<file path="src/rtl/snn_param_loader.sv">
// ---------------------------------------------------------------------------
// snn_param_loader
//   Fills the snn_core weight RAM (F*N words) and then the threshold table
//   (N words) from a valid/ready word stream. Weight word k lands at linear
//   index k = f*N + n, the same indexing the rb_addr/rb_data readback uses,
//   so a readback dump can be streamed back in unchanged. The core is held
//   idle (o_core_hold) for the whole load.
//
// Optional feature macro: SNN_LOADER_CKSUM_EN
//   defined   : o_cksum is the 16-bit wrap-around sum of all written words.
//   undefined : no adder is built; o_cksum is tied to zero.
//
// Ports
//   i_clk, i_rst        clock (rising edge), async active-high reset
//   i_start             1-cycle pulse, starts a load; only honoured in IDLE
//   i_s_valid/o_s_ready stream handshake, i_s_data word, i_s_last end marker
//   o_w_we/addr/data    weight RAM write port (1-cycle registered latency)
//   o_vth_we/addr/data  threshold table write port (same latency)
//   o_core_hold         1 in LOAD_W, LOAD_V and FIN
//   o_done              1-cycle pulse on clean completion (FIN state)
//   o_err               sticky framing error, cleared by an accepted start
//   o_cksum             running word checksum (see macro above)
//   o_dbg_state         current FSM state, for observation only
//
// Handshake: a word transfers on a rising edge where i_s_valid && o_s_ready.
// o_s_ready depends only on the FSM state, never on i_s_valid.
// ---------------------------------------------------------------------------
module snn_param_loader #(
    parameter int F  = 48,
    parameter int N  = 96,
    parameter int AW = $clog2(F*N),
    parameter int VW = $clog2(N)
) (
    input  logic          i_clk,
    input  logic          i_rst,
    input  logic          i_start,
    input  logic          i_s_valid,
    input  logic [15:0]   i_s_data,
    input  logic          i_s_last,
    output logic          o_s_ready,
    output logic          o_w_we,
    output logic [AW-1:0] o_w_addr,
    output logic [15:0]   o_w_data,
    output logic          o_vth_we,
    output logic [VW-1:0] o_vth_addr,
    output logic [15:0]   o_vth_data,
    output logic          o_core_hold,
    output logic          o_done,
    output logic          o_err,
    output logic [15:0]   o_cksum,
    output logic [2:0]    o_dbg_state
);

    localparam int CW = (AW > VW) ? AW : VW;
    localparam logic [CW-1:0] LP_W_LAST = CW'(F*N - 1);
    localparam logic [CW-1:0] LP_V_LAST = CW'(N - 1);

    typedef enum logic [2:0] {
        S_IDLE   = 3'd0,
        S_LOAD_W = 3'd1,
        S_LOAD_V = 3'd2,
        S_FIN    = 3'd3,
        S_ERR    = 3'd4
    } state_t;

    state_t        r_state;
    state_t        w_state_nxt;
    logic [CW-1:0] r_cnt;
    logic          r_w_we;
    logic [AW-1:0] r_w_addr;
    logic [15:0]   r_w_data;
    logic          r_vth_we;
    logic [VW-1:0] r_vth_addr;
    logic [15:0]   r_vth_data;
    logic          r_err;

    logic w_accept;
    logic w_final_v;
    logic w_drop;
    logic w_write;

    assign w_accept  = i_s_valid && o_s_ready;
    // Only the very last threshold word may carry s_last; on any other word
    // s_last is a framing fault and that word is discarded.
    assign w_final_v = (r_state == S_LOAD_V) && (r_cnt == LP_V_LAST);
    assign w_drop    = w_accept && i_s_last && !w_final_v;
    assign w_write   = w_accept && !w_drop;

    // State register
    always_ff @(posedge i_clk or posedge i_rst) begin
        if (i_rst) r_state <= S_IDLE;
        else       r_state <= w_state_nxt;
    end

    // Next-state logic
    always_comb begin
        w_state_nxt = r_state;
        case (r_state)
            S_IDLE:   if (i_start) w_state_nxt = S_LOAD_W;
            S_LOAD_W: if (w_accept) begin
                          if (i_s_last)                w_state_nxt = S_ERR;
                          else if (r_cnt == LP_W_LAST) w_state_nxt = S_LOAD_V;
                      end
            S_LOAD_V: if (w_accept) begin
                          if (w_final_v) w_state_nxt = i_s_last ? S_FIN : S_ERR;
                          else if (i_s_last) w_state_nxt = S_ERR;
                      end
            S_FIN:    w_state_nxt = S_IDLE;
            S_ERR:    w_state_nxt = S_IDLE;
            default:  w_state_nxt = S_IDLE;
        endcase
    end

    // Output logic (state-decoded)
    always_comb begin
        o_s_ready   = 1'b0;
        o_core_hold = 1'b0;
        o_done      = 1'b0;
        case (r_state)
            S_LOAD_W, S_LOAD_V: begin
                o_s_ready   = 1'b1;
                o_core_hold = 1'b1;
            end
            S_FIN: begin
                o_core_hold = 1'b1;
                o_done      = 1'b1;
            end
            default: ;
        endcase
    end

    // Datapath: counter, registered write ports, error flag
    always_ff @(posedge i_clk or posedge i_rst) begin
        if (i_rst) begin
            r_cnt      <= '0;
            r_w_we     <= 1'b0;
            r_w_addr   <= '0;
            r_w_data   <= '0;
            r_vth_we   <= 1'b0;
            r_vth_addr <= '0;
            r_vth_data <= '0;
            r_err      <= 1'b0;
        end else begin
            r_w_we   <= 1'b0;
            r_vth_we <= 1'b0;
            if (r_state == S_IDLE && i_start) begin
                r_cnt <= '0;
                r_err <= 1'b0;
            end
            if (w_write && r_state == S_LOAD_W) begin
                r_w_we   <= 1'b1;
                r_w_addr <= r_cnt[AW-1:0];
                r_w_data <= i_s_data;
                // The counter is reused for the threshold phase.
                r_cnt    <= (r_cnt == LP_W_LAST) ? '0 : r_cnt + CW'(1);
            end
            if (w_write && r_state == S_LOAD_V) begin
                r_vth_we   <= 1'b1;
                r_vth_addr <= r_cnt[VW-1:0];
                r_vth_data <= i_s_data;
                r_cnt      <= r_cnt + CW'(1);
            end
            if (w_state_nxt == S_ERR) r_err <= 1'b1;
        end
    end

`ifdef SNN_LOADER_CKSUM_EN
    logic [15:0] r_cksum;
    always_ff @(posedge i_clk or posedge i_rst) begin
        if (i_rst)                             r_cksum <= '0;
        else if (r_state == S_IDLE && i_start) r_cksum <= '0;
        else if (w_write)                      r_cksum <= r_cksum + i_s_data;
    end
    assign o_cksum = r_cksum;
`else
    assign o_cksum = 16'h0000;
`endif

    assign o_w_we      = r_w_we;
    assign o_w_addr    = r_w_addr;
    assign o_w_data    = r_w_data;
    assign o_vth_we    = r_vth_we;
    assign o_vth_addr  = r_vth_addr;
    assign o_vth_data  = r_vth_data;
    assign o_err       = r_err;
    assign o_dbg_state = r_state;

endmodule
</file>
<file path="config.mk">
export PLATFORM = sky130hd
export DESIGN_NAME = snn_param_loader
export DESIGN_NICKNAME = d
export VERILOG_FILES = /design/src/rtl/snn_param_loader.sv
export SDC_FILE = /design/constraint.sdc
export NUM_CORES = 1
export LEC_CHECK = 0
export ABC_AREA = 1
export CORE_MARGIN = 2
export CORE_UTILIZATION = 51
export DETAILED_ROUTE_END_ITERATION = 8
export PLACE_DENSITY = 0.85
export REMOVE_ABC_BUFFERS = 1
export SLEW_MARGIN = 20
export SYNTH_ARGS = -nofsm -noshare
export SYNTH_HDL_FRONTEND = slang
export SYNTH_SLANG_ARGS = --single-unit
</file>
<file path="constraint.sdc">
create_clock -name i_clk -period 6.6 [get_ports i_clk]
set_input_delay 1.65 -clock i_clk [delete_from_list [all_inputs] [get_ports i_clk]]
set_output_delay 1.65 -clock i_clk [all_outputs]
set_load 0.01 [all_outputs]
</file>
## Yosys cells after proc, flatten, opt, wreduce, memory -nomap -nowiden

Index checks and enable logic that the tools add are counted.

- Register bits after elaboration: 71
- Input bits: 21
- Output and inout bits: 77
- Word-level logic and storage cells: 51

- $add $sub $neg: 1
- Equal/unequal tests: 6
- Multiplexer cells: 20
- Reduce and logical (&&, ||, !) cells: 15

Operator list:

| kind | count |
|---|---|
| $mux W13 | 4 |
| $mux W3 | 8 |
| $add A13 B1 Y13 const B | 1 |
| $eq A13 B13 Y1 const B | 1 |
| $eq A13 B7 Y1 const B | 1 |
| $pmux W3 S3 | 1 |
| $logic_and A1 B1 Y1 | 8 |
| $mux W1 | 7 |
| $eq A3 B2 Y1 const B | 2 |
| $eq A3 B1 Y1 const B | 1 |
| $eq A3 B3 Y1 const B | 1 |
| $logic_not A3 Y1 | 1 |
| $reduce_bool A3 Y1 | 1 |
| $reduce_or A3 Y1 | 1 |
| $logic_not A1 Y1 | 2 |
| $reduce_bool A2 Y1 | 1 |
| $reduce_or A2 Y1 | 1 |

## Longest topological paths before layout

- Depth after elaboration: 11
- Mapped depth: 13
- Depth with buffers taken out: 11

## Worst setup path after synthesis

No wires, ideal clock.

- Path type: input -> register
- Start point: input i_s_valid
- End point: register r_w_data[0] (netlist: o_w_data[0])
- Library setup time: 0.130 ns
- Data arrival time: 2.458 ns
- Data required time: 6.470 ns
- Path slack: 4.011 ns
- Cell stages on the path: 7
- Buffers on the path: 2
- Path through: inv_1 > nor2_2 > nand2_2 > buf_6 > buf_2 > nand2_1 > o21ai_0

- Word-level cells in the longest chain between the ends: 6

Ends and longest elaborated chain:

| what | RTL line | RTL |
|---|---|---|
| start, declared | 37 | `input logic i_s_valid,` |
| $logic_and A1 B1 Y1 * | 82 | `assign w_accept = i_s_valid && o_s_ready;` |
| $logic_and A1 B1 Y1 (2 in a row) | 86 | `assign w_drop = w_accept && i_s_last && !w_final_v;` |
| $logic_not A1 Y1 | 87 | `assign w_write = w_accept && !w_drop;` |
| $logic_and A1 B1 Y1 * | 87 |  |
| $logic_and A1 B1 Y1 * | 150 | `if (w_write && r_state == S_LOAD_W) begin` |
| end signal, assigned | 153 | `r_w_data <= i_s_data;` |
| end, declared | 71 | `logic [15:0] r_w_data;` |

Mark *: on every way between the ends. The rest lies on a longest branch, timed or not.
A chain may end at the register's enable or synchronous reset.

## Worst setup path in the final report

- Start point: register r_state[1] (netlist: o_dbg_state[1])
- End point: output o_s_ready

- Word-level cells in the longest chain between the ends: 3
- Elaborated cells between the ends (all ways): 4
- Those cells by class: eq/ne (2); mux (1); reduce/logical (1)

Ends and longest elaborated chain:

| what | RTL line | RTL |
|---|---|---|
| start, declared | 66 | `state_t r_state;` |
| start signal, assigned | 92 | `else r_state <= w_state_nxt;` |
| $eq A3 B2 Y1 / $eq A3 B1 Y1 (equally long branches) | 119 | `case (r_state)` |
| $reduce_or A2 Y1 * | 119 |  |
| $mux W1 * | 119 |  |
| end, declared | 40 | `output logic o_s_ready,` |

Marks and branches as above.

==> results.py <==
metrics = {
    "timing": {
        "hold_ws_ns": 0.4863,
        "hold_violations": 0,
        "slew_violations": 0,
        "period_minus_slack_ns": 3.345,
        "setup_viol": 0,
        "clock_skew_ns": 0.01069,
        "setup_ws_ns": 3.255,
        "fin_crit_sh_pct": 50.68,
        "tightest_slew_ns": 0.9481,
        "max_freq_mhz": 299.0,
        "grt_setup_unrepaired": "no",
        "slew_headroom_pct": 36.37,
        "setup_tns_ns": 0,
    },
    "layout": {
        "final_common_cell": "nand2_1",
        "nets": 513,
        "syn2layout_area_growth_pct": 29.87,
        "drive_gt1_share_pct": 6.452,
        "diodes": 0,
        "final_cell_mix": "106 x nand2_1, 81 x clkdlybuf4s50_1, 71 x dfrtp_1",
    },
    "floorplanning": {
        "rows": 29,
        "die_area_mm2": 0.007260,
        "die_w_um": 85.21,
        "io_pins": 98,
        "die_h_um": 85.21,
        "core_area_mm2": 0.006350,
        "initial_core_util_pct": 52.97,
    },
    "setup_path": {
        "crit_path_start_kind": "flip-flop",
        "crit_path_top_delay_cell": "clkdlybuf4s50_1",
        "critPathKind": "flip-flop to primary output",
        "reg2reg_slack_ns": 4.20,
        "cp_num_buf_inv": 2,
        "crit_chain": "inv_1 -> nand3_1 -> nand2_1 -> clkdlybuf4s50_1",
        "critical_path.max_fanout": 4,
        "path_depth": 4,
        "cp.arrival_ns": 1.69,
        "max_stage_delay_ns": 0.53,
        "crit_family": "buffers and inverters",
        "worstPathRequired_ns": 4.95,
        "worstSetupEndpointType": "primary output",
        "cp-startpoint": "o_dbg_state[1]$_DFF_PP0_",
        "r2r_end": "o_vth_data[10]$_DFFE_PP0P_",
        "rr_startpoint": "r_cnt[0]$_DFFE_PP0P_",
        "reg2reg_depth": 9,
    },
    "power": {
        "swShare_pct": 31.75,
        "combPwrFrac_pct": 30.4,
        "power.density_mw_per_mm2": 326.8,
        "irDropWorstVdd_mv": 0.2393,
        "seqPwrFrac_pct": 41.8,
        "p_int_mw": 0.9742,
        "power_mw": 1.427,
        "power.switching_mw": 0.4532,
        "clkPwrFrac_pct": 27.7,
        "cellLeakagePower_nw": 2.112,
    },
    "clock_network": {
        "cts_num_sinks": 71,
        "post_cts_buffers": 0,
        "ctsResizeCount": 0,
        "cts_root_buf": "clkbuf_8",
        "h-tree-depth": 3,
        "cts_max_path_buffers": 2,
        "cts_tree": "built",
        "cts_made_buffers": 9,
        "clk_pin_slew_ns": 0.07,
        "clock_latency_ns": 0.36,
        "hold_buffers": 0,
    },
    "logic_synthesis": {
        "yosysUniqueCellTypes": 26,
        "ys_seq_elements": 71,
        "yosysWarnings": 0,
        "syn_avg_cell_area_um2": 8.124,
        "ys_seq_area_share_pct": 52.83,
        "synth_cells": 414,
        "synth_area_mm2": 0.003363,
    },
    "detailed_routing": {
        "post_drt_via_cell_ratio": 5.014,
        "drc": 0,
        "routed_wl_mm": 7.273,
        "drt_iter0_markers": 149,
        "vias": 2873,
        "wl_per_cell_um": 12.69,
        "postRouteAntennaNets": 0,
        "drt_first_pass_iters": 5,
    },
    "min_path": {
        "min_path_type": "flip-flop to flip-flop",
        "min-delay-start": "o_vth_addr[3]$_DFFE_PP0P_",
        "worstHoldEndpoint": "o_vth_addr[3]$_DFFE_PP0P_",
        "worstHoldPathCells": 2,
    },
    "global_routing": {
        "antenna_found_initial": 0,
        "grt_max_degree": 72,
        "grt_pass1_vias": 2800,
        "grt_overflow_total": 0,
        "grt_pass1_wl_mm": 12.34,
        "track_usage_pct": 21.37,
    },
    "place": {
        "hpwl_mm": 4.967,
        "dp_slack_ns": 2.851,
        "io_buffers": 81,
        "gp_congestion": 0.8395,
    },
    "job": {
        "drv_cap": 0,
    },
    "outcome": {
        "status": "complete, no violations",
    },
}
worst max-delay path by stage:
stage                           endpoint
2_1_floorplan   o_dbg_state[0]$_DFF_PP0_
3_3_place_gp     o_w_data[8]$_DFFE_PP0P_
3_5_place_dp     o_w_data[2]$_DFFE_PP0P_
4_1_cts          o_w_data[4]$_DFFE_PP0P_
5_1_grt        o_vth_data[4]$_DFFE_PP0P_
6_report                       o_s_ready
cells in the mapped netlist:
cell type / instances / area [µm²]
o21ai_0: 31 / 155.2
nand2_4: 1 / 11.26
o21a_1: 1 / 7.510
nor2_1: 40 / 150.1
buf_2: 8 / 40.04
a21oi_1: 2 / 10.01
o21ai_1: 23 / 115.1
nand2_1: 106 / 397.9
conb_1: 1 / 3.750
nand4_1: 5 / 31.28
nand3b_1: 2 / 15.01
nand2_2: 5 / 31.28
buf_6: 2 / 22.52
nor2_4: 1 / 11.26
o211ai_1: 4 / 30.03
inv_2: 4 / 15.01
clkbuf_1: 5 / 18.77
buf_4: 16 / 120.1
nor2_2: 2 / 12.51
nand3_1: 33 / 165.2
nand3_2: 1 / 10.01
ha_1: 1 / 12.51
xor2_1: 3 / 26.28
inv_1: 45 / 168.9
nor3_1: 1 / 5.000
dfrtp_1: 71 / 1777
metrics by stage:
| stage | util (%) | instances | cell area (µm²) |
|---|---|---|---|
| floorplan | - | 398 | 3218 |
| global placement | 65.08 | 557 | 4133 |
| detailed placement | 65.08 | 557 | 4133 |
| CTS | 68.71 | 573 | 4363 |
| global route | 68.79 | 573 | 4368 |
| finish | 68.79 | 573 | 4368 |
state kept, by name, summed over array words and instances (netlist names):
signal       flops
o_w_addr        13
o_vth_data      16
o_vth_addr       7
o_dbg_state      3
o_w_data        16
o_err            1
o_vth_we         1
o_w_we           1
r_cnt           13
cell type report:
cell class                      instances  area, µm²
Clock buffer                           10      137.6
Tap cell                               77      96.34
Multi-Input combinational cell        278       1262
Clock inverter                          6      92.59
Timing Repair Buffer                   82      818.3
Fill cell                             459       1982
Inverter                               49      183.9
Sequential cell                        71       1777
logic make-up after synthesis:
logic type,Yosys count,synth area share [%]
and+or+nand+nor,197,25.00
buffers and inverters,80,11.46
other,1,0.1115
DFF,71,52.83
xor gates and xnor gates,3,0.7814
AOI/OAI and AO/OA,61,9.450
adders and majority gates,1,0.3720
routing by layer:
metal	share of wire (%)	routed length [µm]	GRT usage (%)	vias up
li1	-	-	-	1431
met1	44	3195	26.16	1338
met2	47	3431	35.87	89
met3	7.0	510	4.864	15
met4	1.9	136	10.10	0
met5	0	0	0	-
power by group through the flow:
stage	clock network, mW	logic [mW]	registers (mW)
finish	0.396	0.434	0.597
global route	0.417	0.480	0.612
CTS	0.399	0.439	0.598
detailed placement	0	0.437	0.605
global placement	0	0.422	0.602
floorplan	0	0.165	0.633
tightest hold or removal path, cell delays in order, from the launching register on:
cell	delay [ns]
dfrtp_1	0.34
nand2_1	0.05
o21ai_0	0.06
Note: power is estimated with default switching activity, not from simulation.
